## src/rtl/hdmi_dual_rd_sched_if.sv

```systemverilog
// Bundle between the dual-camera read scheduler and its FIFO / HDMI timing environment.
// master drives sync, requests and FIFO status; slave is the scheduler.
interface hdmi_dual_rd_sched_if #(
    parameter int unsigned FIFO_AW = 10
);
    logic               video_vs;
    logic               data_req;
    logic [FIFO_AW-1:0] cam0_rd_cnt;
    logic [FIFO_AW-1:0] cam1_rd_cnt;
    logic               cam0_rd_empty;
    logic               cam1_rd_empty;
    logic [15:0]        cam0_rd_data;
    logic [15:0]        cam1_rd_data;
    logic               cam0_rd_en;
    logic               cam1_rd_en;
    logic               rd_load;
    logic [15:0]        pixel_data;
    logic               running;
    logic [15:0]        underflow_cnt;

    modport master (
        output video_vs, data_req, cam0_rd_cnt, cam1_rd_cnt,
               cam0_rd_empty, cam1_rd_empty, cam0_rd_data, cam1_rd_data,
        input  cam0_rd_en, cam1_rd_en, rd_load, pixel_data, running, underflow_cnt
    );

    modport slave (
        input  video_vs, data_req, cam0_rd_cnt, cam1_rd_cnt,
               cam0_rd_empty, cam1_rd_empty, cam0_rd_data, cam1_rd_data,
        output cam0_rd_en, cam1_rd_en, rd_load, pixel_data, running, underflow_cnt
    );
endinterface

```

## src/rtl/hdmi_dual_rd_sched.sv

```systemverilog
// Dual-camera frame-buffer read scheduler for a 1280x720 HDMI scanout:
// left columns from camera 0, right columns from camera 1, blank on underflow.
module hdmi_dual_rd_sched #(
    parameter int unsigned H_SPLIT     = 640,
    parameter int unsigned LOAD_CYCLES = 8,
    parameter int unsigned PREFILL     = 256,
    parameter int unsigned FIFO_AW     = 10,
    parameter logic [15:0] BLANK_COLOR = 16'h0000
) (
    input  logic                 pixel_clk,
    input  logic                 sys_rst,
    hdmi_dual_rd_sched_if.slave  bus
);
    localparam int unsigned LCW = $clog2(LOAD_CYCLES + 1);

    typedef enum logic [1:0] {
        IDLE = 2'd0,
        LOAD = 2'd1,
        FILL = 2'd2,
        RUN  = 2'd3
    } state_t;

    state_t       state_r, state_nxt_s;
    logic         vs_d_r, vs_fall_s;
    logic [LCW-1:0] load_cnt_r;
    logic         load_done_s, fill_ok_s;
    logic         rd_load_r;
    logic [10:0]  col_r;
    logic         issue_s, sel1_s, uf_s, rd0_s, rd1_s;
    logic         cam0_rd_en_r, cam1_rd_en_r;
    logic         act_p1_r, sel1_p1_r, uf_p1_r;
    logic         act_p2_r, sel1_p2_r, uf_p2_r;
    logic [15:0]  uf_cnt_r;
    logic [15:0]  pix_s;

    assign vs_fall_s   = vs_d_r & ~bus.video_vs;
    assign load_done_s = (load_cnt_r == LCW'(LOAD_CYCLES - 1));
    assign fill_ok_s   = (32'(bus.cam0_rd_cnt) >= PREFILL) && (32'(bus.cam1_rd_cnt) >= PREFILL);

    // Next-state logic; a frame start always (re)starts the load pulse
    always_comb begin
        state_nxt_s = state_r;
        case (state_r)
            IDLE: begin
                if (vs_fall_s) state_nxt_s = LOAD;
                else           state_nxt_s = IDLE;
            end
            LOAD: begin
                if (vs_fall_s)        state_nxt_s = LOAD;
                else if (load_done_s) state_nxt_s = FILL;
                else                  state_nxt_s = LOAD;
            end
            FILL: begin
                if (vs_fall_s)      state_nxt_s = LOAD;
                else if (fill_ok_s) state_nxt_s = RUN;
                else                state_nxt_s = FILL;
            end
            RUN: begin
                if (vs_fall_s) state_nxt_s = LOAD;
                else           state_nxt_s = RUN;
            end
            default: state_nxt_s = IDLE;
        endcase
    end

    // Read decision for the pixel requested this cycle; an empty FIFO is never read
    always_comb begin
        issue_s = (state_r == RUN) && bus.data_req;
        sel1_s  = (32'(col_r) >= H_SPLIT);
        if (sel1_s) begin
            uf_s  = issue_s && bus.cam1_rd_empty;
            rd0_s = 1'b0;
            rd1_s = issue_s && !bus.cam1_rd_empty;
        end else begin
            uf_s  = issue_s && bus.cam0_rd_empty;
            rd0_s = issue_s && !bus.cam0_rd_empty;
            rd1_s = 1'b0;
        end
    end

    // Sync edge detect, FSM state and load-pulse timing
    always_ff @(posedge pixel_clk or posedge sys_rst) begin
        if (sys_rst) begin
            state_r    <= IDLE;
            vs_d_r     <= 1'b0;
            load_cnt_r <= '0;
            rd_load_r  <= 1'b0;
        end else begin
            state_r <= state_nxt_s;
            vs_d_r  <= bus.video_vs;
            if (state_r == LOAD && !vs_fall_s && !load_done_s) begin
                load_cnt_r <= load_cnt_r + LCW'(1);
            end else begin
                load_cnt_r <= '0;
            end
            rd_load_r <= (state_r == LOAD);
        end
    end

    // Column count, read strobes and the two-stage select/underflow pipeline
    always_ff @(posedge pixel_clk or posedge sys_rst) begin
        if (sys_rst) begin
            col_r        <= 11'd0;
            cam0_rd_en_r <= 1'b0;
            cam1_rd_en_r <= 1'b0;
            act_p1_r     <= 1'b0;
            sel1_p1_r    <= 1'b0;
            uf_p1_r      <= 1'b0;
            act_p2_r     <= 1'b0;
            sel1_p2_r    <= 1'b0;
            uf_p2_r      <= 1'b0;
            uf_cnt_r     <= 16'h0000;
        end else begin
            col_r        <= bus.data_req ? (col_r + 11'd1) : 11'd0;
            cam0_rd_en_r <= rd0_s;
            cam1_rd_en_r <= rd1_s;
            act_p1_r     <= issue_s;
            sel1_p1_r    <= sel1_s;
            uf_p1_r      <= uf_s;
            act_p2_r     <= act_p1_r;
            sel1_p2_r    <= sel1_p1_r;
            uf_p2_r      <= uf_p1_r;
            if (uf_s && (uf_cnt_r != 16'hFFFF)) begin
                uf_cnt_r <= uf_cnt_r + 16'd1;
            end
        end
    end

    // FIFO words arrive one cycle after the strobe, so the mux select is two stages deep
    always_comb begin
        pix_s = BLANK_COLOR;
        if (act_p2_r && !uf_p2_r) begin
            pix_s = sel1_p2_r ? bus.cam1_rd_data : bus.cam0_rd_data;
        end else begin
            pix_s = BLANK_COLOR;
        end
    end

    assign bus.cam0_rd_en    = cam0_rd_en_r;
    assign bus.cam1_rd_en    = cam1_rd_en_r;
    assign bus.rd_load       = rd_load_r;
    assign bus.running       = (state_r == RUN);
    assign bus.pixel_data    = pix_s;
    assign bus.underflow_cnt = uf_cnt_r;
endmodule
```

## src/flat_wrapper.sv

```systemverilog
// flat-port wrapper written by rule: the top's interface ports become plain ports
module hdmi_dual_rd_sched_flat 
#(
    parameter int unsigned H_SPLIT     = 640,
    parameter int unsigned LOAD_CYCLES = 8,
    parameter int unsigned PREFILL     = 256,
    parameter int unsigned FIFO_AW     = 10,
    parameter logic [15:0] BLANK_COLOR = 16'h0000
)
  (pixel_clk, sys_rst, bus_video_vs, bus_data_req, bus_cam0_rd_cnt, bus_cam1_rd_cnt, bus_cam0_rd_empty, bus_cam1_rd_empty, bus_cam0_rd_data, bus_cam1_rd_data, bus_cam0_rd_en, bus_cam1_rd_en, bus_rd_load, bus_pixel_data, bus_running, bus_underflow_cnt);
  hdmi_dual_rd_sched_if #(.FIFO_AW(FIFO_AW)) bus_i ();
  input  logic pixel_clk;
  input  logic sys_rst;
  input wire logic [$bits(bus_i.video_vs)-1:0] bus_video_vs;
  input wire logic [$bits(bus_i.data_req)-1:0] bus_data_req;
  input wire logic [$bits(bus_i.cam0_rd_cnt)-1:0] bus_cam0_rd_cnt;
  input wire logic [$bits(bus_i.cam1_rd_cnt)-1:0] bus_cam1_rd_cnt;
  input wire logic [$bits(bus_i.cam0_rd_empty)-1:0] bus_cam0_rd_empty;
  input wire logic [$bits(bus_i.cam1_rd_empty)-1:0] bus_cam1_rd_empty;
  input wire logic [$bits(bus_i.cam0_rd_data)-1:0] bus_cam0_rd_data;
  input wire logic [$bits(bus_i.cam1_rd_data)-1:0] bus_cam1_rd_data;
  output wire logic [$bits(bus_i.cam0_rd_en)-1:0] bus_cam0_rd_en;
  output wire logic [$bits(bus_i.cam1_rd_en)-1:0] bus_cam1_rd_en;
  output wire logic [$bits(bus_i.rd_load)-1:0] bus_rd_load;
  output wire logic [$bits(bus_i.pixel_data)-1:0] bus_pixel_data;
  output wire logic [$bits(bus_i.running)-1:0] bus_running;
  output wire logic [$bits(bus_i.underflow_cnt)-1:0] bus_underflow_cnt;
  assign bus_i.video_vs = bus_video_vs;
  assign bus_i.data_req = bus_data_req;
  assign bus_i.cam0_rd_cnt = bus_cam0_rd_cnt;
  assign bus_i.cam1_rd_cnt = bus_cam1_rd_cnt;
  assign bus_i.cam0_rd_empty = bus_cam0_rd_empty;
  assign bus_i.cam1_rd_empty = bus_cam1_rd_empty;
  assign bus_i.cam0_rd_data = bus_cam0_rd_data;
  assign bus_i.cam1_rd_data = bus_cam1_rd_data;
  assign bus_cam0_rd_en = bus_i.cam0_rd_en;
  assign bus_cam1_rd_en = bus_i.cam1_rd_en;
  assign bus_rd_load = bus_i.rd_load;
  assign bus_pixel_data = bus_i.pixel_data;
  assign bus_running = bus_i.running;
  assign bus_underflow_cnt = bus_i.underflow_cnt;
  hdmi_dual_rd_sched #(.H_SPLIT(H_SPLIT), .LOAD_CYCLES(LOAD_CYCLES), .PREFILL(PREFILL), .FIFO_AW(FIFO_AW), .BLANK_COLOR(BLANK_COLOR)) u_core (.pixel_clk(pixel_clk), .sys_rst(sys_rst), .bus(bus_i));
endmodule
```

## config.mk

```make
export PLATFORM = sky130hd
export DESIGN_NAME = hdmi_dual_rd_sched_flat
export DESIGN_NICKNAME = d
export VERILOG_FILES = /design/src/rtl/hdmi_dual_rd_sched_if.sv /design/src/rtl/hdmi_dual_rd_sched.sv /design/src/flat_wrapper.sv
export SDC_FILE = /design/constraint.sdc
export NUM_CORES = 1
export LEC_CHECK = 0
export ABC_AREA = 1
export BUFFER_PORTS_ARGS = -buffer_cell sky130_fd_sc_hd__buf_4
export CAP_MARGIN = 20
export CORE_ASPECT_RATIO = 1.4
export CORE_UTILIZATION = 40
export CTS_CLUSTER_SIZE = 40
export DETAILED_ROUTE_END_ITERATION = 6
export PLACE_DENSITY_LB_ADDON = 0.25
export SLEW_MARGIN = 10
export SYNTH_ARGS = -nofsm -noshare
export SYNTH_HDL_FRONTEND = slang
export SYNTH_SLANG_ARGS = --single-unit
export TNS_END_PERCENT = 1
```

## constraint.sdc

```tcl
create_clock -name pixel_clk -period 1.69 [get_ports pixel_clk]
set_clock_uncertainty 0.2 [all_clocks]
set_input_delay 0.169 -clock pixel_clk [delete_from_list [all_inputs] [get_ports pixel_clk]]
set_output_delay 0.169 -clock pixel_clk [all_outputs]
set_load 0.05 [all_outputs]
```

After elaboration in Yosys (flattened, before gate mapping) --
Cells that the tools add are included.
Cells by class: eq/ne operators 5, multiplexer cells 14, order comparisons 3, reductions and logical operators 16, add/subtract/negate cells 3, bitwise logic cells 2
Operators by type and width (number):
- 2-to-1 mux 16 bit | 2
- greater-or-equal comparator 10 x 9 -> 1 bit, second input constant | 2
- adder 16 x 1 -> 16 bit, second input constant | 1
- inequality test 16 bit, second input constant | 1
- adder 11 x 1 -> 11 bit, second input constant | 1
- greater-or-equal comparator 11 x 10 -> 1 bit, second input constant | 1
- 2-to-1 mux 11 bit | 1
- logical AND 1 bit | 10
- 2-to-1 mux 2 bit | 4
- case mux 2 bit (4 select lines) | 1
- zero test 1 bit | 5
- 2-to-1 mux 1 bit | 5
- adder 4 x 1 -> 4 bit, second input constant | 1
- == test 2 bit, second input constant | 2
- == test 4 x 3 -> 1 bit, second input constant | 1
- 2-to-1 mux 4 bit | 1
- == test 2 x 1 -> 1 bit, second input constant | 1
- zero test 2 bit | 1
- bitwise AND 1 bit | 1
- NOT 1 bit | 1
Storage, ports and cells: register bits 43, logic and storage cells 57, output and inout port bits 36, bits of input ports 58

Longest topological paths before layout --
Gate-level depths: netlist of run 1.
word-level depth 6, gate-level depth with buffers 11

Least setup slack after synthesis of run 1 --
OpenSTA, ideal clock, no wires.
kind flip-flop to output port, start reg u_core.sel1_p2_r, end out bus_pixel_data[10], cell stages (with the launch flop) 6, path buffers 2, required time 1.321 ns, data arrival time 1.769 ns, setup slack -0.448 ns, path through dfrtp_1 -> clkbuf_1 -> inv_1 -> clkbuf_1 -> nand2_1 -> a21oi_1
On the way: word-level cells in the longest chain between the ends 2
Ends and longest elaborated chain:
- from (decl) | line hdmi_dual_rd_sched.sv:32 | logic act_p2_r, sel1_p2_r, uf_p2_r;
- from (signal assigned) | line hdmi_dual_rd_sched.sv:121 | sel1_p2_r <= sel1_p1_r;
- 2-to-1 mux 16 bit | line hdmi_dual_rd_sched.sv:133 | pix_s = sel1_p2_r ? bus.cam1_rd_data : bus.cam0_rd_data;
- 2-to-1 mux 16 bit | line hdmi_dual_rd_sched.sv:132 | if (act_p2_r && !uf_p2_r) begin
- to (decl) | line flat_wrapper.sv:25 | output wire logic [$bits(bus_i.pixel_data)-1:0] bus_pixel_data;
Every way passes these cells.

Final worst setup path of run 1 --
start reg u_core.sel1_p2_r, end out bus_pixel_data[1]
The elaborated chain is that of the path after synthesis.

==> metrics.txt, run 1 <==
# TYPE chip_impl_metric gauge
chip_impl_metric{name="synth_compound_gate_area_share",unit=""} 0.0634
chip_impl_metric{name="clk-insertion-delay-late",unit="ps"} 290
chip_impl_metric{name="n_antenna_cell",unit=""} 0
chip_impl_metric{name="synth-async-reset-ratio",unit=""} 1.00
chip_impl_metric{name="global_route.overflow_total",unit=""} 0
chip_impl_metric{name="timing.final.crit_share",unit=""} 1.00
chip_impl_metric{name="synthAdderAreaFrac",unit=""} 0.0204
chip_impl_metric{name="synth_xor_xnor_area_share",unit=""} 0.0429
chip_impl_metric{name="crit_arrival",unit="ps"} 1320
chip_impl_metric{name="power-per-cell-area",unit="nW/um2"} 717
chip_impl_metric{name="grt_max_degree",unit=""} 44
chip_impl_metric{name="design.core.area",unit="um2"} 5860
chip_impl_info{name="tritoncts_clock_tree",value="yes"} 1
chip_impl_metric{name="crit_required",unit="ps"} 1320
chip_impl_metric{name="hold_viol",unit=""} 1
chip_impl_metric{name="setup_slack",unit="ps"} -3.94
chip_impl_metric{name="dpl.hpwl",unit="um"} 4310
chip_impl_metric{name="post-place-ws",unit="ps"} 16.3
chip_impl_metric{name="chipHeight",unit="um"} 94.6
chip_impl_info{name="critPathCaptureType",value="output pin"} 1
chip_impl_metric{name="placed_cells_incl_taps",unit=""} 492
chip_impl_info{name="post_synth_most_frequent_cells",value="sky130_fd_sc_hd__nand2_1 (116), sky130_fd_sc_hd__dfrtp_1 (43), sky130_fd_sc_hd__nor2_1 (37), sky130_fd_sc_hd__inv_1 (32), sky130_fd_sc_hd__a21oi_1 (21)"} 1
chip_impl_metric{name="cts-htree-levels",unit=""} 2
chip_impl_metric{name="setup_viol",unit=""} 1
chip_impl_metric{name="worstPathMaxFanout",unit=""} 5
chip_impl_metric{name="finish.net_count",unit=""} 503
chip_impl_info{name="synth_top_cell_by_area",value="sky130_fd_sc_hd__dfrtp_1"} 1
chip_impl_info{name="grt_setup_unrepaired",value="true"} 1
chip_impl_metric{name="port-buffer-count",unit=""} 77
chip_impl_metric{name="detail_route.wl_per_cell",unit="um"} 12.1
chip_impl_info{name="worstSetupStartpointType",value="register"} 1
chip_impl_metric{name="max_slew_margin",unit=""} 0.779
chip_impl_metric{name="drv_slew",unit=""} 0
chip_impl_metric{name="antenna_left",unit=""} 0
chip_impl_info{name="run_status",value="finished, violations left"} 1
chip_impl_metric{name="floorplan.initialDensity",unit=""} 0.417
chip_impl_metric{name="synth_enable_flop_cells",unit=""} 0
chip_impl_info{name="worst_hold_path_type",value="in2reg"} 1
chip_impl_metric{name="antenna_found_initial",unit=""} 0
chip_impl_metric{name="syn2layout_area_growth",unit="%"} 53.5
chip_impl_metric{name="dieArea",unit="um2"} 6440
chip_impl_metric{name="switching_power_summed_over_all_nets",unit="uW"} 876
chip_impl_info{name="critPathKind",value="reg2out"} 1
chip_impl_metric{name="power_report.internal_total",unit="uW"} 1820
chip_impl_info{name="main_combinational_cell_family_by_area_after_synthesis",value="simple AND/OR/NAND/NOR gates"} 1
chip_impl_metric{name="timing_worst_slew_pin_value",unit="ps"} 329
chip_impl_metric{name="rows",unit=""} 33
chip_impl_metric{name="cts_sinks",unit=""} 43
chip_impl_info{name="synth_top_cells_by_area",value="sky130_fd_sc_hd__dfrtp_1 (44%), sky130_fd_sc_hd__nand2_1 (18%), sky130_fd_sc_hd__nor2_1 (5.7%)"} 1
chip_impl_metric{name="netSwitchingFraction",unit=""} 0.325
chip_impl_metric{name="timing.reg2reg.setup_slack",unit="ps"} 40
chip_impl_metric{name="die-width",unit="um"} 68.1
chip_impl_metric{name="fin_util",unit=""} 0.641
chip_impl_metric{name="first_global_vias",unit=""} 2393
chip_impl_metric{name="synth_area",unit="um2"} 2450
chip_impl_metric{name="cts_buffers",unit=""} 5
chip_impl_metric{name="post_synth_inst_count",unit=""} 330
chip_impl_metric{name="syn-num-nets",unit=""} 392
chip_impl_metric{name="grt_pass1_wl",unit="um"} 9630
chip_impl_metric{name="drt_iter0_drc",unit=""} 112
chip_impl_metric{name="detailroute.via_count",unit=""} 2479
chip_impl_metric{name="postRouteWirelength",unit="um"} 6190
chip_impl_metric{name="drive_gt1_frac",unit=""} 0.364
chip_impl_metric{name="drt_drc_violations_left",unit=""} 0
chip_impl_metric{name="post_synth.cell_area_avg",unit="um2"} 7.42
chip_impl_metric{name="yosysWarnings",unit=""} 0
chip_impl_metric{name="drtPass1Iterations",unit=""} 4
chip_impl_metric{name="total_power_consumption",unit="uW"} 2690
chip_impl_metric{name="yosysUniqueCellTypes",unit=""} 29
chip_impl_metric{name="global_placer_s_final_weighted_congestion",unit=""} 0.773
chip_impl_metric{name="fillers",unit=""} 521
chip_impl_info{name="synth_most_common_cell",value="sky130_fd_sc_hd__nand2_1"} 1
chip_impl_metric{name="sequentialPowerShare",unit=""} 0.442
chip_impl_metric{name="cellLeakagePower",unit="uW"} 0.00184
chip_impl_metric{name="fin_hold_ws",unit="ps"} -25.2
chip_impl_info{name="clockRootBuffer",value="sky130_fd_sc_hd__clkbuf_8"} 1
chip_impl_metric{name="top_level_ports",unit=""} 94
chip_impl_info{name="synth_flop_cell",value="sky130_fd_sc_hd__dfrtp_1"} 1
chip_impl_metric{name="yosys.area.top_type_share",unit=""} 0.440
chip_impl_metric{name="flops_latches_synth",unit=""} 43
chip_impl_metric{name="final_critical_delay_including_setup_and_external_delays",unit="ps"} 1690
chip_impl_info{name="violations",value="negative hold slack, negative setup slack"} 1
chip_impl_metric{name="yosysSeqAreaShare",unit=""} 0.440
chip_impl_metric{name="synthSimpleGateAreaFrac",unit=""} 0.361
chip_impl_metric{name="clk_path_buf_depth",unit=""} 2
chip_impl_metric{name="global_route.usage.total",unit=""} 0.196
chip_impl_metric{name="clock_power_share",unit=""} 0.265
chip_impl_metric{name="cap_viol_max_count",unit=""} 0
chip_impl_metric{name="clock.fmax",unit="MHz"} 590
chip_impl_metric{name="detail_route.vias_per_cell",unit=""} 4.84
chip_impl_metric{name="clock_pin_slew_reported_for_the_worst_setup_and_hold_paths_after_clock_tree_synthesis",unit="ps"} 80
chip_impl_metric{name="ir_worst_vdd",unit="uV"} 581
chip_impl_metric{name="final_cells",unit=""} 512
chip_impl_metric{name="pwr-share-comb",unit=""} 0.293
chip_impl_metric{name="muxShareOfSynthArea",unit=""} 0
## critical path, stage by stage, from the launching register on
cell	delay [ps]
sky130_fd_sc_hd__dfrtp_2	440
sky130_fd_sc_hd__inv_4	80
sky130_fd_sc_hd__buf_6	110
sky130_fd_sc_hd__nand2_1	70
sky130_fd_sc_hd__a21oi_2	160
sky130_fd_sc_hd__buf_6	180
## path summary, 6_finish.rpt
path                                             start                     endpoint  cells after the start
min                                 bus_cam0_rd_cnt[9]            u_core.state_r[0]                      3
max in group asynchronous                      sys_rst  u_core.bus.underflow_cnt[1]                      4
max reg2reg                u_core.bus.underflow_cnt[0]  u_core.bus.underflow_cnt[6]                     11
min reg2reg                           u_core.sel1_p1_r             u_core.sel1_p2_r                      0
max                                   u_core.sel1_p2_r            bus_pixel_data[1]                      5
min in group asynchronous                      sys_rst           u_core.bus.rd_load                      4
## stage by stage
step	TNS, ps	instance area [um2]
2_1_floorplan	-3320	2580
3_3_place_gp	0	3380
3_5_place_dp	0	3380
4_1_cts	-35.8	3620
5_1_grt	-640	3760
6_report	-3.94	3760
## timing repair
item | 4_1_cts | 5_1_grt
endpoints found under the hold margin | 53 | 0
gates resized for setup | 16 | 26
endpoints found under the setup margin | 16 | 33
buffers inserted | 1 | 2
hold buffers | 7 | 0
gates cloned | 1 | 2
pin swaps | 0 | 6
## state kept, by name, indices dropped and copies added, names as in the netlist
name	count
u_core.bus.cam1_rd_en	1
u_core.sel1_p1_r	1
u_core.uf_p1_r	1
u_core.uf_p2_r	1
u_core.act_p1_r	1
u_core.sel1_p2_r	1
u_core.bus.underflow_cnt	16
u_core.vs_d_r	1
u_core.state_r	2
u_core.act_p2_r	1
u_core.col_r	11
u_core.bus.rd_load	1
u_core.bus.cam0_rd_en	1
u_core.load_cnt_r	4
## metal layers
layer	vias up	part of all wire	GRT usage
met5	-	0	0
met4	0	0.014	0.0694
met3	8	0.064	0.0411
met2	72	0.55	0.384
met1	1140	0.37	0.190
li1	1259	-	-
## layout make-up
cell class                 count  area, um2  share of cell area
sequential                    43       1080               0.288
multi-input combinational    246       1390               0.370
clock buffer                   8        100              0.0266
timing repair buffer         109        960               0.255
tap                           70       87.6              0.0233
inverter                      36        139              0.0370
## layout by cell type, fill, tap and decap left out, types with 2 or more instances in the layout
cell,count
sky130_fd_sc_hd__nor2_1,36
sky130_fd_sc_hd__nand3_4,3
sky130_fd_sc_hd__nand2_2,11
sky130_fd_sc_hd__xor2_1,6
sky130_fd_sc_hd__buf_6,19
sky130_fd_sc_hd__nor2_4,2
sky130_fd_sc_hd__a21oi_4,10
sky130_fd_sc_hd__nand4_1,10
sky130_fd_sc_hd__ha_1,3
sky130_fd_sc_hd__nor3_1,5
sky130_fd_sc_hd__inv_2,4
sky130_fd_sc_hd__dfrtp_1,38
sky130_fd_sc_hd__xnor2_1,6
sky130_fd_sc_hd__inv_1,30
sky130_fd_sc_hd__nor2_2,3
sky130_fd_sc_hd__dlygate4sd3_1,6
sky130_fd_sc_hd__a21oi_1,5
sky130_fd_sc_hd__o21ai_0,5
sky130_fd_sc_hd__dfrtp_2,5
sky130_fd_sc_hd__nand3_1,15
sky130_fd_sc_hd__clkbuf_8,7
sky130_fd_sc_hd__nand2_4,2
sky130_fd_sc_hd__nand2_1,112
sky130_fd_sc_hd__a21oi_2,6
sky130_fd_sc_hd__buf_4,80
sky130_fd_sc_hd__buf_12,3
## power groups by stage
stage / logic [uW] / registers [uW] / clock network (uW)
floorplan: 389 / 1290 / 0
global placement: 711 / 1200 / 0
detailed placement: 726 / 1210 / 0
CTS: 758 / 1190 / 735
global route: 867 / 1200 / 774
finish: 788 / 1190 / 713
## kinds of logic (layout without fill, tap and decap cells)
logic type,Yosys count,count (layout)
AND/OR/NAND/NOR,200,201
flip-flops,43,43
adder cells (fa/ha/maj),4,4
buffers and inverters,42,153
AO/OA/AOI/OAI,29,29
XOR/XNOR,12,12
(Power assumes the default switching activity.)
==> run 2: changes to the inputs <==
--- a/config.mk
+++ b/config.mk
@@ -6,7 +6,7 @@
 export NUM_CORES = 1
 export LEC_CHECK = 0
 export ABC_AREA = 1
-export BUFFER_PORTS_ARGS = -buffer_cell sky130_fd_sc_hd__buf_4
+export BUFFER_PORTS_ARGS = -buffer_cell sky130_fd_sc_hd__buf_2
 export CAP_MARGIN = 20
 export CORE_ASPECT_RATIO = 1.4
 export CORE_UTILIZATION = 40
==> metrics.txt, run 2 (synthesized netlist as in run 1, its figures left out) <==
# TYPE chip_impl_metric gauge
chip_impl_metric{name="post_dp_cell_area",unit="um2"} 3220
chip_impl_metric{name="global_route.usage.total",unit=""} 0.190
chip_impl_metric{name="port-buffer-count",unit=""} 77
chip_impl_metric{name="drtPass1Iterations",unit=""} 4
chip_impl_metric{name="ir_worst_vdd",unit="uV"} 735
chip_impl_metric{name="cellLeakagePower",unit="uW"} 0.00179
chip_impl_metric{name="grt_pass1_wl",unit="um"} 9440
chip_impl_metric{name="detail_route.wl_per_cell",unit="um"} 11.4
chip_impl_metric{name="post_cts.repair.setup_buffers",unit=""} 0
chip_impl_metric{name="fin_setup_tns",unit="ps"} 0
chip_impl_metric{name="final_critical_delay_including_setup_and_external_delays",unit="ps"} 1690
chip_impl_metric{name="globalRouteMet1Util",unit=""} 0.185
chip_impl_metric{name="max_slew_margin",unit=""} 0.628
chip_impl_info{name="critPathCaptureType",value="output pin"} 1
chip_impl_metric{name="finish.net_count",unit=""} 499
chip_impl_info{name="grt_busiest_layer",value="met2"} 1
chip_impl_metric{name="top_level_ports",unit=""} 94
chip_impl_metric{name="antenna_found_initial",unit=""} 0
chip_impl_metric{name="dpl.hpwl",unit="um"} 4280
chip_impl_metric{name="clk_path_buf_depth",unit=""} 2
chip_impl_metric{name="setup_viol",unit=""} 0
chip_impl_metric{name="grtUsageMet2",unit=""} 0.379
chip_impl_info{name="cp_cell_sequence",value="inv_1 -> nand2_2 -> buf_12 -> a21oi_1 -> buf_4"} 1
chip_impl_metric{name="grt_util_met3",unit=""} 0.0362
chip_impl_metric{name="rr_worst_depth",unit=""} 11
chip_impl_metric{name="die-width",unit="um"} 68.1
chip_impl_info{name="slowest_stage",value="sky130_fd_sc_hd__dfrtp_1"} 1
chip_impl_metric{name="cap_viol_max_count",unit=""} 0
chip_impl_metric{name="clk-insertion-delay-late",unit="ps"} 290
chip_impl_metric{name="post-place-ws",unit="ps"} 18.3
chip_impl_metric{name="design.core.area",unit="um2"} 5860
chip_impl_metric{name="drt_drc_violations_left",unit=""} 0
chip_impl_metric{name="cts_buffers",unit=""} 5
chip_impl_metric{name="rows",unit=""} 33
chip_impl_info{name="worstHoldEndpoint",value="u_core.state_r[0]"} 1
chip_impl_info{name="tritoncts_clock_tree",value="yes"} 1
chip_impl_info{name="hold_path_startpoint",value="bus_cam1_rd_cnt[8]"} 1
chip_impl_info{name="critPathKind",value="reg2out"} 1
chip_impl_metric{name="whs_path_depth",unit=""} 3
chip_impl_metric{name="total_power_consumption",unit="uW"} 2620
chip_impl_metric{name="drv_slew",unit=""} 0
chip_impl_metric{name="postRouteWirelength",unit="um"} 5800
chip_impl_metric{name="drive_gt1_frac",unit=""} 0.352
chip_impl_metric{name="floorplan.initialDensity",unit=""} 0.417
chip_impl_metric{name="largest_register_ffs",unit=""} 16
chip_impl_metric{name="detailroute.via_count",unit=""} 2446
chip_impl_info{name="layout.cells.most_common_list",value="sky130_fd_sc_hd__nand2_1 (112), sky130_fd_sc_hd__buf_2 (61), sky130_fd_sc_hd__dfrtp_1 (39)"} 1
chip_impl_info{name="timing.rr.end",value="u_core.bus.underflow_cnt[14]"} 1
chip_impl_info{name="clockRootBuffer",value="sky130_fd_sc_hd__clkbuf_8"} 1
chip_impl_metric{name="grt_max_degree",unit=""} 44
chip_impl_metric{name="finished_cell_area",unit="um2"} 3510
chip_impl_metric{name="slowest_cell_delay_on_critical_path",unit="ps"} 370
chip_impl_metric{name="cts-htree-levels",unit=""} 2
chip_impl_metric{name="fin_hold_ws",unit="ps"} -24.9
chip_impl_metric{name="dieArea",unit="um2"} 6440
chip_impl_metric{name="n_antenna_cell",unit=""} 0
chip_impl_metric{name="chipHeight",unit="um"} 94.6
chip_impl_metric{name="hold_viol",unit=""} 2
chip_impl_info{name="run_status",value="finished, violations left"} 1
chip_impl_info{name="layout.cells.most_common",value="sky130_fd_sc_hd__nand2_1"} 1
chip_impl_metric{name="timing.final.crit_share",unit=""} 0.999
chip_impl_info{name="worstSetupStartpointType",value="register"} 1
chip_impl_metric{name="syn2layout_area_growth",unit="%"} 43.6
chip_impl_metric{name="worstPathMaxFanout",unit=""} 8
chip_impl_metric{name="drt_iter0_drc",unit=""} 71
chip_impl_metric{name="global_route.overflow_total",unit=""} 0
chip_impl_metric{name="cts_sinks",unit=""} 43
chip_impl_metric{name="antenna_left",unit=""} 0
chip_impl_metric{name="global_placer_s_final_weighted_congestion",unit=""} 0.755
chip_impl_metric{name="detail_route.vias_per_cell",unit=""} 4.81
chip_impl_metric{name="first_global_vias",unit=""} 2337
chip_impl_metric{name="crit_required",unit="ps"} 1320
chip_impl_metric{name="timing_worst_slew_pin_value",unit="ps"} 557
chip_impl_metric{name="clock.fmax",unit="MHz"} 592
chip_impl_metric{name="crit_arrival",unit="ps"} 1320
chip_impl_metric{name="power-per-cell-area",unit="nW/um2"} 746
chip_impl_info{name="timing.rr.start",value="u_core.bus.underflow_cnt[0]"} 1
chip_impl_info{name="grt_setup_unrepaired",value="true"} 1
chip_impl_metric{name="setup_slack",unit="ps"} 1.35
chip_impl_metric{name="timing.reg2reg.setup_slack",unit="ps"} 110
chip_impl_info{name="worst_hold_path_type",value="in2reg"} 1
chip_impl_metric{name="clock_pin_slew_reported_for_the_worst_setup_and_hold_paths_after_clock_tree_synthesis",unit="ps"} 70
chip_impl_info{name="violations",value="negative hold slack"} 1
-- run 2: cell types whose count changed in the layout (fill, tap and decap cells not counted), sizes merged --
| cell | delta |
|---|---|
| buf | -2 |
| clkinv | -1 |
| dlygate4sd3 | -1 |
| inv | +1 |
| nand3 | -1 |
-- run 2: per-layer routing --
layer	up-vias	wire length [um]
met4	0	79
li1	1249	-
met5	-	0
met3	7	327
met1	1125	2170
met2	65	3220
-- run 2: worst max path at each step --
stage	slack, ps	from	depth (start not counted)	endpoint
final	1	u_core.uf_p2_r	5	bus_pixel_data[15]
after global routing	-70	u_core.uf_p2_r	5	bus_pixel_data[2]
after floorplan	-150	u_core.sel1_p2_r	4	bus_pixel_data[15]
after CTS	-9	u_core.sel1_p2_r	5	bus_pixel_data[12]
after detailed placement	20	u_core.bus.underflow_cnt[0]	11	u_core.bus.underflow_cnt[6]
after global placement	40	u_core.bus.underflow_cnt[0]	11	u_core.bus.underflow_cnt[7]
-- run 2: worst max-delay path, delay by kind of cell, from the launching register on --
kind	cells	cell delay (ps)
buffers and inverters	3	450
flip-flops	1	370
AO/OA/AOI/OAI	1	120
AND/OR/NAND/NOR	1	90
-- run 2: cell type report --
type,count,area [um2]
Fill cell,542,2350
Multi-Input combinational cell,245,1340
Sequential cell,43,1080
Timing Repair Buffer,106,771
Inverter,36,138
Clock buffer,8,100
Tap cell,70,87.6
-- run 2: stage by stage --
stage          std cells  utilization  hold WS, ps
6_report             508        0.599        -24.9
3_5_place_dp         494        0.549          111
3_3_place_gp         494        0.549         95.8
2_1_floorplan        330            -        0.430
5_1_grt              508        0.599         13.7
4_1_cts              508        0.586        0.216
-- run 2: where the power goes --
group | switching, uW | total (uW) | internal [uW]
Clock | 329 | 702 | 373
Sequential | 62.1 | 1190 | 1130
Combinational | 461 | 729 | 267
-- run 2: timing repair --
action                                 4_1_cts  5_1_grt
hold buffers                                 6        0
gates resized for setup                     21       21
setup endpoints to repair                   17       31
pin swaps                                    1        2
endpoints found under the hold margin       47        0
cloned                                       0        1
